**src/rtl/dft_pkg.sv**
```systemverilog
// Shared types and widths for the processor-to-uart_tx byte path.
package dft_pkg;

  localparam int BYTE_W = 8;

  typedef enum logic [1:0] {
    IDLE      = 2'd0,
    SEND      = 2'd1,
    WAIT_DONE = 2'd2,
    GAP       = 2'd3
  } tx_feed_state_t;

endpackage

```
**src/rtl/sync_fifo.sv**
```systemverilog
// Single-clock circular FIFO with occupancy count; push when full and pop when empty are ignored.
module sync_fifo #(
  parameter int DEPTH = 16,
  parameter int WIDTH = 8
) (
  input  logic                     clk_sys,
  input  logic                     rst_b,
  input  logic                     push,
  input  logic                     pop,
  input  logic [WIDTH-1:0]         din,
  output logic [WIDTH-1:0]         dout,
  output logic [$clog2(DEPTH):0]   count,
  output logic                     full,
  output logic                     empty
);

  localparam int ADDR_W = $clog2(DEPTH);

  logic [WIDTH-1:0]  mem [DEPTH];
  logic [ADDR_W-1:0] wr_ptr;
  logic [ADDR_W-1:0] rd_ptr;
  logic              do_push;
  logic              do_pop;

  assign full    = (count == (ADDR_W + 1)'(DEPTH));
  assign empty   = (count == '0);
  assign do_push = push && !full;
  assign do_pop  = pop && !empty;
  assign dout    = mem[rd_ptr];

  // Storage is deliberately left out of reset; stale entries are unreachable once the pointers clear.
  always_ff @(posedge clk_sys) begin
    if (do_push) mem[wr_ptr] <= din;
  end

  always_ff @(posedge clk_sys) begin
    if (!rst_b) begin
      wr_ptr <= '0;
      rd_ptr <= '0;
      count  <= '0;
    end else begin
      if (do_push) wr_ptr <= wr_ptr + 1'b1;
      if (do_pop)  rd_ptr <= rd_ptr + 1'b1;
      case ({do_push, do_pop})
        2'b10:   count <= count + 1'b1;
        2'b01:   count <= count - 1'b1;
        default: count <= count;
      endcase
    end
  end

endmodule

```
**src/rtl/uart_tx_feeder.sv**
```systemverilog
// Decouples processor byte bursts from uart_tx line rate through a FIFO; flags drops and a stalled transmitter.
//
// state     | meaning
// IDLE      | wait for a queued byte and an idle uart_tx, then pop it
// SEND      | one-cycle start strobe to uart_tx
// WAIT_DONE | wait for end-of-frame pulse, bounded by DONE_TIMEOUT
// GAP       | one cycle to let uart_tx finish its cleanup state
module uart_tx_feeder
  import dft_pkg::*;
#(
  parameter int          DEPTH        = 16,
  parameter int          ADDR_W       = $clog2(DEPTH),
  parameter int unsigned DONE_TIMEOUT = 2048
) (
  input  logic              i_Clock,
  input  logic              i_Rst_n,
  input  logic              i_Byte_DV,
  input  logic [BYTE_W-1:0] i_Byte,
  output logic              o_Ready,
  output logic [ADDR_W:0]   o_Count,
  output logic              o_Tx_DV,
  output logic [BYTE_W-1:0] o_Tx_Byte,
  input  logic              i_Tx_Active,
  input  logic              i_Tx_Done,
  output logic              o_Overflow,
  output logic              o_Timeout
);

  localparam int TO_W = (DONE_TIMEOUT > 1) ? $clog2(DONE_TIMEOUT + 1) : 1;
  localparam logic [TO_W-1:0] TO_LAST = TO_W'(DONE_TIMEOUT - 1);

  tx_feed_state_t    state;
  logic [TO_W-1:0]   timer;
  logic [BYTE_W-1:0] fifo_dout;
  logic              fifo_full;
  logic              fifo_empty;
  logic              pop;

  assign pop     = (state == IDLE) && !fifo_empty && !i_Tx_Active;
  assign o_Ready = !fifo_full;

  sync_fifo #(
    .DEPTH (DEPTH),
    .WIDTH (BYTE_W)
  ) u_fifo (
    .clk_sys (i_Clock),
    .rst_b   (i_Rst_n),
    .push    (i_Byte_DV),
    .pop     (pop),
    .din     (i_Byte),
    .dout    (fifo_dout),
    .count   (o_Count),
    .full    (fifo_full),
    .empty   (fifo_empty)
  );

  // The timer is zero during SEND and counts that cycle, so o_Timeout rises DONE_TIMEOUT clocks after SEND.
  always_ff @(posedge i_Clock) begin
    if (!i_Rst_n) begin
      state      <= IDLE;
      timer      <= '0;
      o_Tx_DV    <= 1'b0;
      o_Tx_Byte  <= '0;
      o_Overflow <= 1'b0;
      o_Timeout  <= 1'b0;
    end else begin
      o_Tx_DV <= 1'b0;
      if (i_Byte_DV && fifo_full) o_Overflow <= 1'b1;
      case (state)
        IDLE: begin
          if (pop) begin
            o_Tx_Byte <= fifo_dout;
            o_Tx_DV   <= 1'b1;
            timer     <= '0;
            state     <= SEND;
          end
        end
        SEND: begin
          timer <= timer + 1'b1;
          state <= WAIT_DONE;
        end
        WAIT_DONE: begin
          if (i_Tx_Done) begin
            state <= GAP;
          end else if ((DONE_TIMEOUT != 0) && (timer >= TO_LAST)) begin
            o_Timeout <= 1'b1;
            state     <= GAP;
          end else if (DONE_TIMEOUT != 0) begin
            timer <= timer + 1'b1;
          end
        end
        GAP:     state <= IDLE;
        default: state <= IDLE;
      endcase
    end
  end

endmodule
```
**config.mk**
```make
export PLATFORM = sky130hd
export DESIGN_NAME = uart_tx_feeder
export DESIGN_NICKNAME = d
export VERILOG_FILES = /design/src/rtl/dft_pkg.sv /design/src/rtl/sync_fifo.sv /design/src/rtl/uart_tx_feeder.sv
export SDC_FILE = /design/constraint.sdc
export NUM_CORES = 1
export LEC_CHECK = 0
export ABC_AREA = 1
export BUFFER_PORTS_ARGS = -buffer_cell sky130_fd_sc_hd__buf_2
export CAP_MARGIN = 20
export CELL_PAD_IN_SITES_DETAIL_PLACEMENT = 0
export CELL_PAD_IN_SITES_GLOBAL_PLACEMENT = 1
export CORE_MARGIN = 4
export CORE_UTILIZATION = 50
export DETAILED_ROUTE_END_ITERATION = 10
export PLACE_DENSITY_LB_ADDON = 0.1
export RECOVER_POWER = 25
export SLEW_MARGIN = 20
export SYNTH_ARGS = -nofsm -noshare
export SYNTH_HDL_FRONTEND = slang
export SYNTH_HIERARCHICAL = 1
export SYNTH_SLANG_ARGS = --single-unit
```
**constraint.sdc**
```tcl
create_clock -name i_Clock -period 2.8 [get_ports i_Clock]
set_input_delay 0.42 -clock i_Clock [delete_from_list [all_inputs] [get_ports i_Clock]]
set_output_delay 0.42 -clock i_Clock [all_outputs]
set_load 0.01 [all_outputs]
```
# [Word-level counts from Yosys, hierarchy flattened]
# Memory sizes are Yosys's and may differ from the RTL's. A register that Yosys moved wholly into a read port is not among the register bits.
# Index checks and enable logic that the tools add are counted.
[classes] n_addsub=5 magnitude_cmp=1 n_eq_ne=10 n_mux=12 n_bitwise=1 n_reduce_logical=18
[ops] cell="$mux W12" count=3
[ops] cell="$pmux W12 S3" count=1
[ops] cell="$add A12 B1 Y12 const B" count=1
[ops] cell="$ge A12 B11 Y1 const B" count=1
[ops] cell="$pmux W5 S2" count=1
[ops] cell="$add A4 B1 Y4 const B" count=2
[ops] cell="$pmux W2 S4" count=1
[ops] cell="$eq A2 B2 Y1 const B" count=3
[ops] cell="$mux W2" count=3
[ops] cell="$reduce_and A2 Y1" count=3
[ops] cell="$add A5 B1 Y5 const B" count=1
[ops] cell="$eq A5 B5 Y1 const B" count=1
[ops] cell="$logic_and A1 B1 Y1" count=5
[ops] cell="$logic_not A5 Y1" count=1
[ops] cell="$sub A5 B1 Y5 const B" count=1
[ops] cell="$eq A2 B1 Y1 const B" count=2
[ops] cell="$logic_not A1 Y1" count=4
[ops] cell="$ne A2 B2 Y1 const B" count=2
[ops] cell="$reduce_and A4 Y1" count=1
[ops] cell="$mux W1" count=3
[ops] cell="$ne A3 B3 Y1 const B" count=1
[ops] cell="$reduce_and A3 Y1" count=1
[ops] cell="$reduce_bool A3 Y1" count=1
[ops] cell="$logic_not A2 Y1" count=1
[ops] cell="3 further kinds" count=3
[word_totals] register_bits=30 ram_bits=128 input_bits=13 word_cells=56 mem_count=1
[memory_table] name="u_fifo.mem" depth=16 width=8 read_ports=1 rd_clocked_by_memory_dff=1 write_ports=1 line_no="sync_fifo.sv:19" rtl="logic [WIDTH-1:0] mem [DEPTH];"

# [Logic depth before layout (Yosys ltp)]
# Gate-level depths: netlist (run 1).
[logic_depth] depth_word=7 depth_mapped=18 ltp_nobuf=17

# [Hierarchy]
# Netlist (run 1), hierarchy kept.
[by_module_without_submodules] mod="sync_fifo" instances=1 cells_each=477 area_per_inst_um2=6107.1
[by_module_without_submodules] mod="uart_tx_feeder" instances=1 cells_each=206 area_per_inst_um2=1356.3

# [Least setup slack after synthesis (run 1)]
# Ideal clock, no wire load.
[synth_timing] kind="flip-flop to flip-flop" from="reg u_fifo.count[2]" to="reg u_fifo.count[4]" setup_ps=109 t_arrival_ps=2286 setup_slack_ps=406 stages_incl_launch_ff=18 period_less_slack_ps=2394 path_cell_list="dfxtp_1 nor2_2 nand3_2 inv_1 nor3_1 buf_2 nand2_4 inv_6 ha_1 xor2_1 ha_1 inv_1 nand2_4 nand2_2 nand3_1 nand3_1 nand2_1 inv_1"
[synth_via] elab_chain_len=7 elab_cells_between_ends=14 classes_between="2 x add/sub; 3 x eq/ne; 1 x mux; 8 x reduce/logical"
[synth_rtl] element="start: declaration" line_no="sync_fifo.sv:12" rtl="output logic [$clog2(DEPTH):0] count,"
[synth_rtl] element="start signal: assignment" line_no="sync_fifo.sv:45" rtl="2'b10: count <= count + 1'b1;"
[synth_rtl] element="start signal: assignment" line_no="sync_fifo.sv:46" rtl="2'b01: count <= count - 1'b1;"
[synth_rtl] element="start signal: assignment" line_no="sync_fifo.sv:47" rtl="default: count <= count;"
[synth_rtl] element="$logic_not A5 Y1 (*)" line_no="sync_fifo.sv:26" rtl="assign empty = (count == '0);"
[synth_rtl] element="named net fifo_empty" line_no="uart_tx_feeder.sv:36" rtl="logic fifo_empty;"
[synth_rtl] element="$logic_not A1 Y1 (*)" line_no="uart_tx_feeder.sv:39" rtl="assign pop = (state == IDLE) && !fifo_empty && !i_Tx_Active;"
[synth_rtl] element="$logic_and A1 B1 Y1 (*) (2 in a row)" line_no="uart_tx_feeder.sv:39"
[synth_rtl] element="named net pop" line_no="uart_tx_feeder.sv:37" rtl="logic pop;"
[synth_rtl] element="$logic_and A1 B1 Y1 (*)" line_no="sync_fifo.sv:28" rtl="assign do_pop = pop && !empty;"
[synth_rtl] element="named net u_fifo.do_pop" line_no="sync_fifo.sv:23" rtl="logic do_pop;"
[synth_rtl] element="$eq A2 B1 Y1 or $eq A2 B2 Y1 (tied branches)" line_no="sync_fifo.sv:44" rtl="case ({do_push, do_pop})"
[synth_rtl] element="$pmux W5 S2 or $reduce_bool A2 Y1 (tied branches)"
# The timed path passes the listed nets; every way through them passes the cells marked *.
# A chain may end at the register's enable or synchronous reset.

# [Worst setup path in the final report (run 1)]
[layout_timing] from="reg u_fifo.count[0]" to="reg u_fifo.count[4]"
[layout_via] elab_chain_len=7 elab_cells_between_ends=14 classes_between="2 x add/sub; 3 x eq/ne; 1 x mux; 8 x reduce/logical"
[layout_rtl] element="$logic_not A5 Y1 (*)" line_no="sync_fifo.sv:26"
[layout_rtl] element="named net fifo_empty" line_no="uart_tx_feeder.sv:36"
[layout_rtl] element="$logic_not A1 Y1 (*)" line_no="sync_fifo.sv:28, uart_tx_feeder.sv:39"
[layout_rtl] element="$logic_and A1 B1 Y1 (2 in a row)" line_no="uart_tx_feeder.sv:39"
[layout_rtl] element="$logic_and A1 B1 Y1 (*)" line_no="sync_fifo.sv:28"
[layout_rtl] element="named net u_fifo.do_pop" line_no="sync_fifo.sv:23"
[layout_rtl] element="$eq A2 B1 Y1 or $eq A2 B2 Y1 (tied branches)" line_no="sync_fifo.sv:44"
[layout_rtl] element="$pmux W5 S2 or $reduce_bool A2 Y1 (tied branches)"
# Marks and branches as above.

==> metrics.log, run 1 <==
INFO  metric critPathKind = reg -> reg
INFO  metric measured_slew_at_the_worst_slew_check_pin = just over 0.8 ns
INFO  metric portBuffers = 29
INFO  metric post-route-min-period = roughly 2.5 ns
INFO  metric io_pins = 30
INFO  metric clkLatencyLatePin = ~0.42 ns
INFO  metric run_status = completed
INFO  metric min_path_cells = 3
INFO  metric cts_buffer_count = 17
INFO  metric area_growth_syn_to_layout = 13.7%
INFO  metric clockBufferDepth = 2
INFO  metric report.final.setup_viol = 0
INFO  metric crit_path_start = u_fifo/count[0]
INFO  metric antenna_nets_post_route = 0
INFO  metric share_of_post_route_cells_with_drive_strength_above_1 = between 10% and 20%
INFO  metric syn_area_per_cell = roughly 11 sq um
INFO  metric cts_num_sinks = 170
INFO  metric r2r_setup_slack = a little over 0.3 ns
INFO  metric final_cell_area = around 0.0085 sq mm
INFO  metric drc_errors = 0
INFO  metric route.vias.total = between 4,000 and 5,000
INFO  metric timing.rr.end = u_fifo/count[4]
INFO  metric synth.distinct_cells = 35
INFO  metric maxSlewViolCount = 0
INFO  metric worst-r2r-cell-count = 16
INFO  metric place.gp.congestion = between 0.8 and 0.9
INFO  metric grt.total_usage = 19.4%
INFO  metric worst_ir_drop_on_vdd = ~0.53 mV
INFO  metric grt_max_degree = 40
INFO  metric timing_endpoint_of_the_critical_path = u_fifo/count[4]
INFO  metric hold_slack = ~0.28 ns
INFO  metric synth_fp_nets = 709
INFO  metric drv_cap = 0
INFO  metric nNetsFinal = around 750
INFO  metric final.setup_skew = 0.00668 ns
INFO  metric pre_cts_slack = between 0.3 and 0.4 ns
INFO  metric fin_total_pwr = approximately 8000 uW
INFO  metric fin_crit_sh = between 80% and 90%
INFO  metric yosys_warnings = 6
INFO  metric starting_density_of_the_core = a little over 50%
INFO  metric hold_viol = 0
INFO  metric row_count = 44
INFO  metric setup_total_negative_slack = 0 ns
INFO  metric cts.reportedPaths.clkPinSlew = 0.06 ns
INFO  metric grt_pass1_vias = slightly below 5,000
INFO  metric worst_ep_arrival_time = about 2.8 ns
INFO  metric detailedRoute.firstIterationViolations = about 430
INFO  metric postSynthCellCount = around 680
INFO  metric chipHeight = between 100 and 150 um
INFO  metric crit_fanout = 9
INFO  metric overflow = 0
INFO  metric place_area = 0.00787 sq mm
INFO  metric post_cts_sizing = 0
INFO  metric power_density = around 940 mW/mm^2
INFO  metric die_w = between 100 and 150 um
INFO  metric cts_hold_buf = 0
INFO  metric cts-htree-levels = 4
INFO  metric hold_path.class = in -> reg
INFO  metric max-slew-margin-rel = a little under half
INFO  metric cts_tree = built
INFO  metric fmax = about 400 MHz
INFO  metric cellLeakagePower = between 0.003 and 0.004 uW
INFO  metric layout_setup_ws = roughly 0.31 ns
INFO  metric antenna_cells = 0
INFO  metric setup.worst_path.start_class = flop
INFO  metric mapped_cell_area = between 0.007 and 0.008 sq mm
INFO  metric synth_sequential_area_ratio = 62.8%
INFO  metric timing.hold.worst.start = i_Byte_DV
INFO  metric route.detailed.wl_per_inst = roughly 17 um
INFO  metric synth-seq-cells = 170
INFO  metric timing.rr.start = u_fifo/count[0]
INFO  metric critical_path_required = ~3.1 ns
INFO  metric clock-root-buffer = sky130_fd_sc_hd__clkbuf_16
INFO  metric critPathCaptureType = flop
INFO  metric unrepaired_setup_endpoints_after_global_routing = no
INFO  metric core-area = roughly 0.015 sq mm
INFO  metric post-cts-setup-buffers = 0
INFO  metric die_area = 0.0169 sq mm
INFO  metric initial_antenna_violation_count = 0
INFO  metric detailedPlacementHpwl = roughly 10,000 um
INFO  metric post_drt_via_cell_ratio = ~5.3
INFO  metric postRouteWirelength = between 15,000 and 20,000 um
INFO  metric drt_first_pass_iters = 6
INFO  metric grt_pass1_wl = 25,100 um
worst max-delay path, cell delays in order (launching register included):
cell	delay [ns]
sky130_fd_sc_hd__dfxtp_1	0.43
sky130_fd_sc_hd__nor2_2	0.08
sky130_fd_sc_hd__nand3_2	0.09
sky130_fd_sc_hd__inv_1	0.04
sky130_fd_sc_hd__nor3_1	0.37
sky130_fd_sc_hd__nand2_4	0.12
sky130_fd_sc_hd__inv_6	0.11
sky130_fd_sc_hd__ha_1	0.30
sky130_fd_sc_hd__xor2_1	0.22
sky130_fd_sc_hd__ha_1	0.17
sky130_fd_sc_hd__inv_1	0.06
sky130_fd_sc_hd__nand2_4	0.07
sky130_fd_sc_hd__nand2_2	0.05
sky130_fd_sc_hd__nand3_1	0.08
sky130_fd_sc_hd__nand3_1	0.08
sky130_fd_sc_hd__nand2_1	0.07
sky130_fd_sc_hd__inv_1	0.04
state kept, by name, indices dropped and copies added (netlist names), named ones only:
signal         count
u_fifo/rd_ptr      4
state              2
o_Tx_Byte          8
u_fifo/mem       128
o_Overflow         1
o_Tx_DV            1
o_Timeout          1
u_fifo/count       5
timer             12
u_fifo/wr_ptr      4
worst min-delay path by stage:
stage                 endpoint  slack, ns
finish              o_Overflow       0.28
detailed placement  o_Overflow       0.46
floorplan             timer[4]       0.46
CTS                 o_Overflow       0.27
global route        o_Overflow       0.29
global placement     o_Timeout       0.45
cells by family (layout without fill, tap and decap cells):
family                   after synthesis  after routing  share of synthesized area, %
AO/OA/AOI/OAI                        147            147                          11.1
XOR/XNOR                               5              5                         0.687
adder cells (fa/ha/maj)               13             13                          2.18
buffers and inverters                110            167                          6.32
flip-flops                           170            170                          62.8
multiplexers                          32             32                          4.29
AND/OR/NAND/NOR                      206            206                          12.7
stage by stage:
step                      util, %  instances
after floorplan                 -        683
after global placement       54.0        892
after detailed placement     54.0        892
after CTS                    58.2        924
after global routing         58.2        924
final                        58.2        924
Yosys cell counts, drive strengths merged:
cell type	instances	area, sq um
edfxtp	128	3840
inv	82	313
nor2	80	323
nand2	75	324
o21ai	62	314
a21oi	50	250
dfxtp	42	841
nand3	40	233
mux2i	32	320
o211ai	32	240
buf	15	110
ha	13	163
clkbuf	12	45.0
nand4	6	37.5
xor2	4	42.6
nor3	3	15.0
or2	2	12.5
a31o	1	8.76
clkinv	1	3.75
o21bai	1	7.51
o31ai	1	7.51
xnor2	1	8.76
cell usage in the layout (no fill, tap or decap), drive strengths merged:
master / n
nand2: 75
mux2i: 32
o21ai: 62
clkinv: 4
xnor2: 1
clkinvlp: 1
inv: 85
buf: 46
o31ai: 1
ha: 13
nor3: 3
dfxtp: 42
a31o: 1
o21bai: 1
xor2: 4
clkbuf: 31
a21oi: 50
or2: 2
nand4: 6
nor2: 80
edfxtp: 128
nand3: 40
o211ai: 32
report_power, final:
part	internal, uW	switching, uW
Combinational	911	1530
Sequential	2940	243
Clock	1430	921
cell type report:
type | count | area (sq um)
Fill cell | 1219 | 6100
Sequential cell | 170 | 4690
Multi-Input combinational cell | 403 | 2310
Clock inverter | 7 | 47.5
Timing Repair Buffer | 52 | 323
Inverter | 83 | 317
Clock buffer | 25 | 572
Tap cell | 184 | 230
per-layer routing:
layer  routed length [um]  global-route usage [%]
met1                 7030                    25.8
met2                 7310                    31.1
met3                  517                    3.56
met4                  448                    8.80
met5                    0                       0
No activity file was read; power rests on OpenSTA's default activity.
==> inputs of run 2 (changes only) <==
Settings changed: ABC_AREA 1 to unset, CORE_UTILIZATION 50 to 52.
==> run 2 against run 1 <==
Flip-flop and latch count did not move; clock power fell by 5%; non-clock buffer count rose by 2; core utilization rose by 2.4 points.
==> metrics.log, run 2 <==
INFO  metric run_status = completed (unchanged)
INFO  metric r2r_setup_slack = 0.13 ns (was 0.31 ns)
INFO  metric share_of_post_route_cells_with_drive_strength_above_1 = 22.0% (was 13.8%)
INFO  metric worst-r2r-cell-count = 13 (was 16)
INFO  metric fmax = 375 MHz (was 402 MHz)
INFO  metric detailedPlacementHpwl = 9550 um (was 10,400 um)
INFO  metric crit_top_cell = sky130_fd_sc_hd__ha_2 (was sky130_fd_sc_hd__inv_1)
INFO  metric final_cell_area = 0.00844 sq mm (was 0.00848 sq mm)
INFO  metric internal_power = 4770 uW (was 5280 uW)
INFO  metric p_sw = 2120 uW (was 2700 uW)
INFO  metric synth_edf_count = 128 (unchanged)
INFO  metric critical_path_required = 3.14 ns (was 3.12 ns)
INFO  metric p_seq_share = 42.9% (was 39.9%)
INFO  metric portBuffers = 29 (unchanged)
INFO  metric measured_slew_at_the_worst_slew_check_pin = 0.871 ns (was 0.805 ns)
INFO  metric cts.reportedPaths.clkPinSlew = 0.07 ns (was 0.06 ns)
INFO  metric layout.cells.most_common_list = sky130_fd_sc_hd__edfxtp_1 (128), sky130_fd_sc_hd__nand2_1 (37), sky130_fd_sc_hd__dfxtp_1 (37), sky130_fd_sc_hd__nor2_1 (30), sky130_fd_sc_hd__mux4_1 (28) (was sky130_fd_sc_hd__edfxtp_1 (128), sky130_fd_sc_hd__inv_1 (80), sky130_fd_sc_hd__nor2_1 (75), sky130_fd_sc_hd__nand2_1 (66), sky130_fd_sc_hd__o21ai_0 (58))
INFO  metric synth-seq-cells = 170 (unchanged)
INFO  metric die_area = 0.0162 sq mm (was 0.0169 sq mm)
INFO  metric hold_path.class = in -> reg (unchanged)
INFO  metric top_cells_by_instance_count_after_synthesis = sky130_fd_sc_hd__edfxtp_1 (128), sky130_fd_sc_hd__dfxtp_1 (42), sky130_fd_sc_hd__nand2_1 (38), sky130_fd_sc_hd__nor2_1 (31), sky130_fd_sc_hd__mux4_1 (28) (was sky130_fd_sc_hd__edfxtp_1 (128), sky130_fd_sc_hd__inv_1 (79), sky130_fd_sc_hd__nor2_1 (75), sky130_fd_sc_hd__nand2_1 (66), sky130_fd_sc_hd__o21ai_0 (58))
INFO  metric place_area = 0.00787 sq mm (about the same)
INFO  metric hold_slack = 0.343 ns (was 0.281 ns)
INFO  metric min_path_cells = 3 (unchanged)
INFO  metric setup_total_negative_slack = 0 ns (unchanged)
INFO  metric worst_ir_drop_on_vdd = 0.639 mV (was 0.531 mV)
INFO  metric clockBufferDepth = 2 (unchanged)
INFO  metric maxSlewViolCount = 0 (unchanged)
INFO  metric synth_sequential_area_ratio = 63.3% (was 62.8%)
INFO  metric drc_errors = 0 (unchanged)
INFO  metric cellLeakagePower = 0.00287 uW (was 0.00320 uW)
INFO  metric cts_buffer_count = 17 (unchanged)
INFO  metric setup.worst_path.start_class = flop (unchanged)
INFO  metric clkLatencyLatePin = 0.42 ns (about the same)
INFO  metric antenna_cells = 0 (unchanged)
INFO  metric finalCoreUtilization = 60.5% (was 58.2%)
INFO  metric synth_fp_nets = 504 (was 709)
INFO  metric grt.total_usage = 19.0% (was 19.4%)
INFO  metric fin_total_pwr = 6880 uW (was 7980 uW)
INFO  metric path_buf_inv = 2 (was 4)
INFO  metric whs_endpoint = o_Overflow (unchanged)
INFO  metric grt_max_degree = 38 (was 40)
INFO  metric detailedRoute.firstIterationViolations = 340 (was 429)
INFO  metric fraction_of_post_synthesis_cell_area_in_the_top_cell_type_by_area = 51.9% (was 51.5%)
INFO  metric row_count = 43 (was 44)
INFO  metric route.detailed.wl_per_inst = 20.1 um (was 16.6 um)
INFO  metric regMostFlops = u_fifo/mem (unchanged)
INFO  metric post-route-min-period = 2.67 ns (was 2.49 ns)
INFO  metric cts_num_sinks = 170 (unchanged)
INFO  metric synth.distinct_cells = 64 (was 35)
INFO  metric critPathCaptureType = flop (unchanged)
INFO  metric grt_pass1_wl = 23,400 um (was 25,100 um)
INFO  metric synth-compound-area-share = 7.54% (was 11.1%)
INFO  metric chipHeight = 127 um (was 130 um)
INFO  metric nNetsFinal = 549 (was 753)
INFO  metric post_synth_xor_area_fraction = 0.828% (was 0.687%)
INFO  metric final.setup_skew = 0.0111 ns (was 0.00668 ns)
INFO  metric worst_path_max_delay_cell = sky130_fd_sc_hd__or4_4 (was sky130_fd_sc_hd__dfxtp_1)
INFO  metric dominant_cell_by_count_in_the_synthesized_netlist = sky130_fd_sc_hd__edfxtp_1 (unchanged)
INFO  metric timing.rr.end = u_fifo/count[2] (was u_fifo/count[4])
INFO  metric area_growth_syn_to_layout = 13.9% (was 13.7%)
INFO  metric critPathKind = reg -> reg (unchanged)
INFO  metric max-slew-margin-rel = 41.7% (was 46.1%)
INFO  metric cts_tree = built (unchanged)
INFO  metric cpLargestDelayFamily = simple AND/OR/NAND/NOR gates (unchanged)
INFO  metric io_pins = 30 (unchanged)
INFO  metric synth_top_family_by_area = multiplexers (was simple AND/OR/NAND/NOR gates)
INFO  metric crit_path_start = u_fifo/count[3] (was u_fifo/count[0])
INFO  metric netlist.top_cell.by_area = sky130_fd_sc_hd__edfxtp_1 (unchanged)
INFO  metric sequence_of_cells_on_the_critical_path = or4_4 > nor2_4 > nor2_1 > nand2_2 > clkinv_4 > o21ai_4 > inv_1 > ha_2 > xor2_1 > ha_2 > o21a_1 > or4_1 > a21oi_1 (was nor2_2 > nand3_2 > inv_1 > nor3_1 > nand2_4 > inv_6 > ha_1 > xor2_1 > ha_1 > inv_1 > nand2_4 > nand2_2 > nand3_1 > nand3_1 > nand2_1 > inv_1)
INFO  metric worst_ep_arrival_time = 3.01 ns (was 2.81 ns)
INFO  metric drt_first_pass_iters = 4 (was 6)
INFO  metric timing.hold.worst.start = i_Byte_DV (unchanged)
INFO  metric crit_fanout = 5 (was 9)
INFO  metric clock_power_share = 32.3% (was 29.5%)
INFO  metric power_frac_comb = 24.7% (was 30.7%)
INFO  metric overflow = 0 (unchanged)
INFO  metric antenna_nets_post_route = 0 (unchanged)
INFO  metric clock-root-buffer = sky130_fd_sc_hd__clkbuf_16 (unchanged)
INFO  metric synth_fa_ha_area_share = 2.20% (was 2.18%)
INFO  metric unrepaired_setup_endpoints_after_global_routing = no (unchanged)
INFO  metric starting_density_of_the_core = 53.1% (was 51.2%)
INFO  metric post_synth_main_area_contributors = sky130_fd_sc_hd__edfxtp_1 (52%), sky130_fd_sc_hd__dfxtp_1 (11%), sky130_fd_sc_hd__mux4_1 (9.9%) (was sky130_fd_sc_hd__edfxtp_1 (52%), sky130_fd_sc_hd__dfxtp_1 (11%), sky130_fd_sc_hd__mux2i_1 (4.3%))
INFO  metric fillers = 1,093 (was 1,219)
INFO  metric cts-htree-levels = 4 (unchanged)
INFO  metric power_density = 816 mW/mm^2 (was 940 mW/mm^2)
INFO  metric largest_register_ff_count = 128 (unchanged)
INFO  metric timing.rr.start = u_fifo/count[3] (was u_fifo/count[0])
INFO  metric place.gp.congestion = 0.755 (was 0.803)
INFO  metric critical_path.max_stage_delay = 0.57 ns (was 0.43 ns)
INFO  metric mapped_cell_area = 0.00741 sq mm (was 0.00746 sq mm)
INFO  metric simple_gate_share_of_the_synthesized_area = 9.21% (was 12.7%)
INFO  metric initial_antenna_violation_count = 0 (unchanged)
INFO  metric synth_flop_cell = sky130_fd_sc_hd__edfxtp_1 (unchanged)
INFO  metric layout.cells.most_common = sky130_fd_sc_hd__edfxtp_1 (unchanged)
INFO  metric fin_crit_sh = 95.3% (was 88.9%)
INFO  metric postRouteWirelength = 14,400 um (was 15,300 um)
INFO  metric postSynthCellCount = 478 (was 683)
INFO  metric post_synth_mux_area_share = 14.3% (was 4.29%)
INFO  metric largest_registers = u_fifo/mem: 128 flops, timer: 12 flops, o_Tx_Byte: 8 flops (unchanged)
INFO  metric syn_area_per_cell = 15.5 sq um (was 10.9 sq um)
INFO  metric switching_share = 30.8% (was 33.8%)
INFO  metric drv_cap = 0 (unchanged)
INFO  metric yosys_warnings = 6 (unchanged)
INFO  metric route.vias.total = 4,222 (was 4,889)
INFO  metric cts_hold_buf = 0 (unchanged)
INFO  metric hold_viol = 0 (unchanged)
INFO  metric post_synth_arst_share = 0% (unchanged)
INFO  metric core-area = 0.0139 sq mm (was 0.0146 sq mm)
INFO  metric report.final.setup_viol = 0 (unchanged)
INFO  metric die_w = 127 um (was 130 um)
INFO  metric post_drt_via_cell_ratio = 5.90 (was 5.29)
INFO  metric grt_pass1_vias = 4,253 (was 4,890)
-- run 2: layer usage --
layer	global-route usage, %	part of all wire, %	vias to the layer above
met3	4.77	3.4	5
met4	4.35	0.55	0
met5	0	0	-
met1	26.3	46	2128
met2	30.7	50	79
li1	-	-	2010
-- run 2: worst reg2reg max path: stages (launching register included) --
cell and delay, ns:
sky130_fd_sc_hd__dfxtp_2 0.34, sky130_fd_sc_hd__or4_4 0.57, sky130_fd_sc_hd__nor2_4 0.10, sky130_fd_sc_hd__nor2_1 0.06, sky130_fd_sc_hd__nand2_2 0.08, sky130_fd_sc_hd__clkinv_4 0.06
sky130_fd_sc_hd__o21ai_4 0.09, sky130_fd_sc_hd__inv_1 0.07, sky130_fd_sc_hd__ha_2 0.19, sky130_fd_sc_hd__xor2_1 0.14, sky130_fd_sc_hd__ha_2 0.20, sky130_fd_sc_hd__o21a_1 0.18
sky130_fd_sc_hd__or4_1 0.40, sky130_fd_sc_hd__a21oi_1 0.12
-- run 2: what timing repair did --
item                                    in CTS  in global routing
gates resized for setup                      0                  0
endpoints found under the setup margin       0                  1
setup buffers                                0                  0
-- run 2: logic make-up after synthesis --
group / Yosys count
fa+ha+maj: 13
xor+xnor: 7
flops: 170
simple gates: 133
compound gates: 68
mux: 45
buf+inv: 42
-- run 2: worst max path at each step --
stage,end,slack (ns),cells after the start
after global routing,u_fifo/count[2],0.009,13
after global placement,u_fifo/count[2],0.21,13
after detailed placement,u_fifo/count[2],0.16,13
final,u_fifo/count[2],0.13,13
after CTS,u_fifo/count[2],0.14,13
after floorplan,u_fifo/count[2],-0.16,15
-- run 2: final cells by class --
cell class / count / area [sq um] / area share [%]
inverter: 14 / 62.6 / 0.742
tap: 180 / 225 / 2.67
timing repair buffer: 54 / 338 / 4.00
multi-input combinational: 266 / 2550 / 30.2
clock buffer: 17 / 425 / 5.04
clock inverter: 15 / 148 / 1.75
sequential: 170 / 4690 / 55.6
-- run 2: stage by stage --
stage                     instances  setup slack (ns)
after global routing            716           0.00871
after detailed placement        684             0.160
final                           716             0.132
after global placement          684             0.208
after floorplan                 478            -0.163
after CTS                       716             0.138
-- run 2: power by group through the flow --
stage | clock network [uW] | registers [uW] | logic [uW]
floorplan | 0 | 3020 | 1240
global placement | 0 | 3000 | 1700
detailed placement | 0 | 3010 | 1720
CTS | 2280 | 2960 | 1730
global route | 2400 | 2980 | 1870
finish | 2230 | 2960 | 1700
==> inputs of run 3 (changes only) <==
Settings changed: GPL_ROUTABILITY_DRIVEN set to 1, SYNTH_HIERARCHICAL 1 to unset.
==> run 3 against run 2 <==
Worst setup slack better by 0.23 ns; combinational power is 15% lower; largest power group unchanged; wire length is 10% lower; largest cell class unchanged.
==> metrics.log, run 3 <==
INFO  metric route.detailed.wl_per_inst = 18.8 um (was 20.1 um)
INFO  metric grt.total_usage = 18.3% (was 19.0%)
INFO  metric post_drt_via_cell_ratio = 5.63 (was 5.90)
INFO  metric critical_path_required = 3.14 ns (about the same)
INFO  metric layoutNonFillerInstCount = 686 (was 716)
INFO  metric worst_ir_drop_on_vdd = 0.449 mV (was 0.639 mV)
INFO  metric crit_fanout = 9 (was 5)
INFO  metric drc_errors = 0 (unchanged)
INFO  metric fraction_of_post_synthesis_cell_area_in_the_top_cell_type_by_area = 55.2% (was 51.9%)
INFO  metric final.setup_skew = 0.0107 ns (was 0.0111 ns)
INFO  metric postRouteWirelength = 12,900 um (was 14,400 um)
INFO  metric worst_ep_arrival_time = 2.78 ns (was 3.01 ns)
INFO  metric hold_path.class = in -> reg (unchanged)
INFO  metric detailedRoute.firstIterationViolations = 233 (was 340)
INFO  metric row_count = 42 (was 43)
INFO  metric cts_tree = built (unchanged)
INFO  metric synth-seq-cells = 166 (was 170)
INFO  metric initial_antenna_violation_count = 0 (unchanged)
INFO  metric grt_max_degree = 43 (was 38)
INFO  metric grt_pass1_wl = 20,500 um (was 23,400 um)
INFO  metric drv_cap = 0 (unchanged)
INFO  metric antenna_nets_post_route = 0 (unchanged)
INFO  metric postSynthCellCount = 456 (was 478)
INFO  metric report.final.setup_viol = 0 (unchanged)
INFO  metric nNetsFinal = 523 (was 549)
INFO  metric netlist.top_cell.by_area = sky130_fd_sc_hd__edfxtp_1 (unchanged)
INFO  metric run_status = completed (unchanged)
INFO  metric synth_edf_count = 128 (unchanged)
INFO  metric synth.distinct_cells = 51 (was 64)
INFO  metric die_w = 124 um (was 127 um)
INFO  metric post-cts-setup-buffers = 0 (unchanged)
INFO  metric critical_path.max_stage_delay = 0.43 ns (was 0.57 ns)
INFO  metric final_cell_area = 0.00790 sq mm (was 0.00844 sq mm)
INFO  metric synth_flop_cell = sky130_fd_sc_hd__edfxtp_1 (unchanged)
INFO  metric measured_slew_at_the_worst_slew_check_pin = 0.810 ns (was 0.871 ns)
INFO  metric mapped_cell_area = 0.00696 sq mm (was 0.00741 sq mm)
INFO  metric portBuffers = 29 (unchanged)
INFO  metric synth_sequential_area_ratio = 66.2% (was 63.3%)
INFO  metric cts.reportedPaths.clkPinSlew = 0.06 ns (was 0.07 ns)
INFO  metric syn_area_per_cell = 15.3 sq um (was 15.5 sq um)
INFO  metric layout.cells.most_common_list = sky130_fd_sc_hd__edfxtp_1 (128), sky130_fd_sc_hd__dfxtp_1 (37), sky130_fd_sc_hd__nor2_1 (36), sky130_fd_sc_hd__nand2_1 (32), sky130_fd_sc_hd__mux4_2 (32) (was sky130_fd_sc_hd__edfxtp_1 (128), sky130_fd_sc_hd__nand2_1 (37), sky130_fd_sc_hd__dfxtp_1 (37), sky130_fd_sc_hd__nor2_1 (30), sky130_fd_sc_hd__mux4_1 (28))
INFO  metric die_area = 0.0153 sq mm (was 0.0162 sq mm)
INFO  metric power_density = 832 mW/mm^2 (was 816 mW/mm^2)
INFO  metric post_synth_arst_share = 0% (unchanged)
INFO  metric worst_path_max_delay_cell = sky130_fd_sc_hd__nor4_4 (was sky130_fd_sc_hd__or4_4)
INFO  metric place.gp.congestion = 0.782 (was 0.755)
INFO  metric starting_density_of_the_core = 52.8% (was 53.1%)
INFO  metric grt_pass1_vias = 3,712 (was 4,253)
INFO  metric max-slew-margin-rel = 45.8% (was 41.7%)
INFO  metric clock-root-buffer = sky130_fd_sc_hd__clkbuf_16 (unchanged)
INFO  metric synth_fp_nets = 482 (was 504)
INFO  metric maxSlewViolCount = 0 (unchanged)
INFO  metric place_area = 0.00734 sq mm (was 0.00787 sq mm)
INFO  metric regMostFlops = u_fifo.mem (was u_fifo/mem)
INFO  metric sequence_of_cells_on_the_critical_path = nor4_4 > a21boi_2 > inv_1 > ha_2 > xor2_1 > ha_1 > a21oi_1 > xor2_1 > or3_1 > a21boi_0 (was or4_4 > nor2_4 > nor2_1 > nand2_2 > clkinv_4 > o21ai_4 > inv_1 > ha_2 > xor2_1 > ha_2 > o21a_1 > or4_1 > a21oi_1)
INFO  metric cts_num_sinks = 166 (was 170)
INFO  metric top_cells_by_instance_count_after_synthesis = sky130_fd_sc_hd__edfxtp_1 (128), sky130_fd_sc_hd__dfxtp_1 (38), sky130_fd_sc_hd__nor2_1 (36), sky130_fd_sc_hd__mux4_2 (32), sky130_fd_sc_hd__nand2_1 (32) (was sky130_fd_sc_hd__edfxtp_1 (128), sky130_fd_sc_hd__dfxtp_1 (42), sky130_fd_sc_hd__nand2_1 (38), sky130_fd_sc_hd__nor2_1 (31), sky130_fd_sc_hd__mux4_1 (28))
INFO  metric detailedPlacementHpwl = 8500 um (was 9550 um)
INFO  metric unrepaired_setup_endpoints_after_global_routing = no (unchanged)
INFO  metric fmax = 410 MHz (was 375 MHz)
INFO  metric critPathCaptureType = flop (unchanged)
INFO  metric dp_cells = 654 (was 684)
INFO  metric overflow = 0 (unchanged)
INFO  metric hold_viol = 0 (unchanged)
INFO  metric clkLatencyLatePin = 0.42 ns (about the same)
INFO  metric setup_total_negative_slack = 0 ns (unchanged)
INFO  metric setup.worst_path.start_class = flop (unchanged)
INFO  metric largest_registers = u_fifo.mem: 128 flops, timer: 12 flops, o_Tx_Byte: 8 flops (was u_fifo/mem: 128 flops, timer: 12 flops, o_Tx_Byte: 8 flops)
INFO  metric post-route-min-period = 2.44 ns (was 2.67 ns)
INFO  metric io_pins = 30 (unchanged)
INFO  metric fin_crit_sh = 87.2% (was 95.3%)
INFO  metric layout.cells.most_common = sky130_fd_sc_hd__edfxtp_1 (unchanged)
INFO  metric area_growth_syn_to_layout = 13.5% (was 13.9%)
INFO  metric crit_top_cell = sky130_fd_sc_hd__xor2_1 (was sky130_fd_sc_hd__ha_2)
INFO  metric dominant_cell_by_count_in_the_synthesized_netlist = sky130_fd_sc_hd__edfxtp_1 (unchanged)
INFO  metric clockBufferDepth = 2 (unchanged)
INFO  metric core-area = 0.0132 sq mm (was 0.0139 sq mm)
INFO  metric share_of_post_route_cells_with_drive_strength_above_1 = 22.0% (about the same)
INFO  metric post_synth_main_area_contributors = sky130_fd_sc_hd__edfxtp_1 (55%), sky130_fd_sc_hd__dfxtp_1 (11%), sky130_fd_sc_hd__mux4_2 (10%) (was sky130_fd_sc_hd__edfxtp_1 (52%), sky130_fd_sc_hd__dfxtp_1 (11%), sky130_fd_sc_hd__mux4_1 (9.9%))
INFO  metric cts_buffer_count = 17 (unchanged)
INFO  metric antenna_cells = 0 (unchanged)
INFO  metric critPathKind = reg -> reg (unchanged)
INFO  metric chipHeight = 124 um (was 127 um)
INFO  metric route.vias.total = 3,860 (was 4,222)
INFO  metric cellLeakagePower = 0.00269 uW (was 0.00287 uW)
INFO  metric yosys_warnings = 0 (was 6)
INFO  metric cts-htree-levels = 4 (unchanged)
INFO  metric drt_first_pass_iters = 4 (unchanged)
INFO  metric largest_register_ff_count = 128 (unchanged)
-- run 3: final cells by class --
type | instances | area, sq um
Fill cell | 1009 | 5290
Sequential cell | 166 | 4610
Multi-Input combinational cell | 255 | 2190
Clock buffer | 19 | 433
Timing Repair Buffer | 47 | 285
Tap cell | 176 | 220
Clock inverter | 13 | 121
Inverter | 10 | 37.5
-- run 3: where the power goes --
| part | internal [uW] | switching [uW] | leakage [uW] |
|---|---|---|---|
| logic | 625 | 828 | 0.000967 |
| registers | 2810 | 116 | 0.00146 |
| clock network | 1230 | 951 | 0.000254 |
| total | 4670 | 1900 | 0.00269 |
-- run 3: kinds of logic after synthesis --
family	share of synthesized area [%]
adder cells (fa/ha/maj)	2.34
AO/OA/AOI/OAI	6.72
buffers and inverters	2.50
AND/OR/NAND/NOR	9.80
flip-flops	66.2
XOR/XNOR	1.26
multiplexers	11.2
-- run 3: worst paths after layout --
| kind | start | endpoint | slack [ns] | cells after the start |
|---|---|---|---|---|
| worst max-delay path | u_fifo.count[0] | u_fifo.count[2] | 0.36 | 10 |
| worst min-delay path | i_Byte_DV | o_Overflow | 0.30 | 3 |
| worst max register to register | u_fifo.count[0] | u_fifo.count[2] | 0.36 | 10 |
| worst min register to register | o_Timeout | o_Timeout | 0.46 | 1 |
-- run 3: what timing repair did --
item | 4_1_cts | 5_1_grt
gates resized for setup | 0 | 1
endpoints found under the setup margin | 0 | 1
hold buffers | 0 | 0
-- run 3: critical path, delay by kind of cell (launching register included) --
| kind | cells | cell delay (ns) |
|---|---|---|
| and+or+nand+nor | 2 | 0.73 |
| adders and majority gates | 2 | 0.49 |
| DFF | 1 | 0.39 |
| AOI/OAI and AO/OA | 3 | 0.35 |
| xor gates and xnor gates | 2 | 0.31 |
| buffers and inverters | 1 | 0.09 |
-- run 3: routing by layer --
| layer | global-route usage [%] | vias to the layer above | share of wire, % |
|---|---|---|---|
| li1 | - | 1847 | - |
| met1 | 27.3 | 1932 | 49 |
| met2 | 26.7 | 70 | 46 |
| met3 | 3.86 | 11 | 3.8 |
| met4 | 7.06 | 0 | 1.5 |
| met5 | 0 | - | 0 |
-- run 3: metrics by stage --
stage          utilization (%)  hold WS, ns  setup WS (ns)  total power (uW)
3_3_place_gp              55.6        0.451          0.377              4420
5_1_grt                   59.9        0.319         0.0696              6900
4_1_cts                   59.8        0.275          0.259              6620
6_report                  59.9        0.296          0.358              6570
3_5_place_dp              55.6        0.457          0.281              4440
2_1_floorplan                -        0.451          0.151              4090
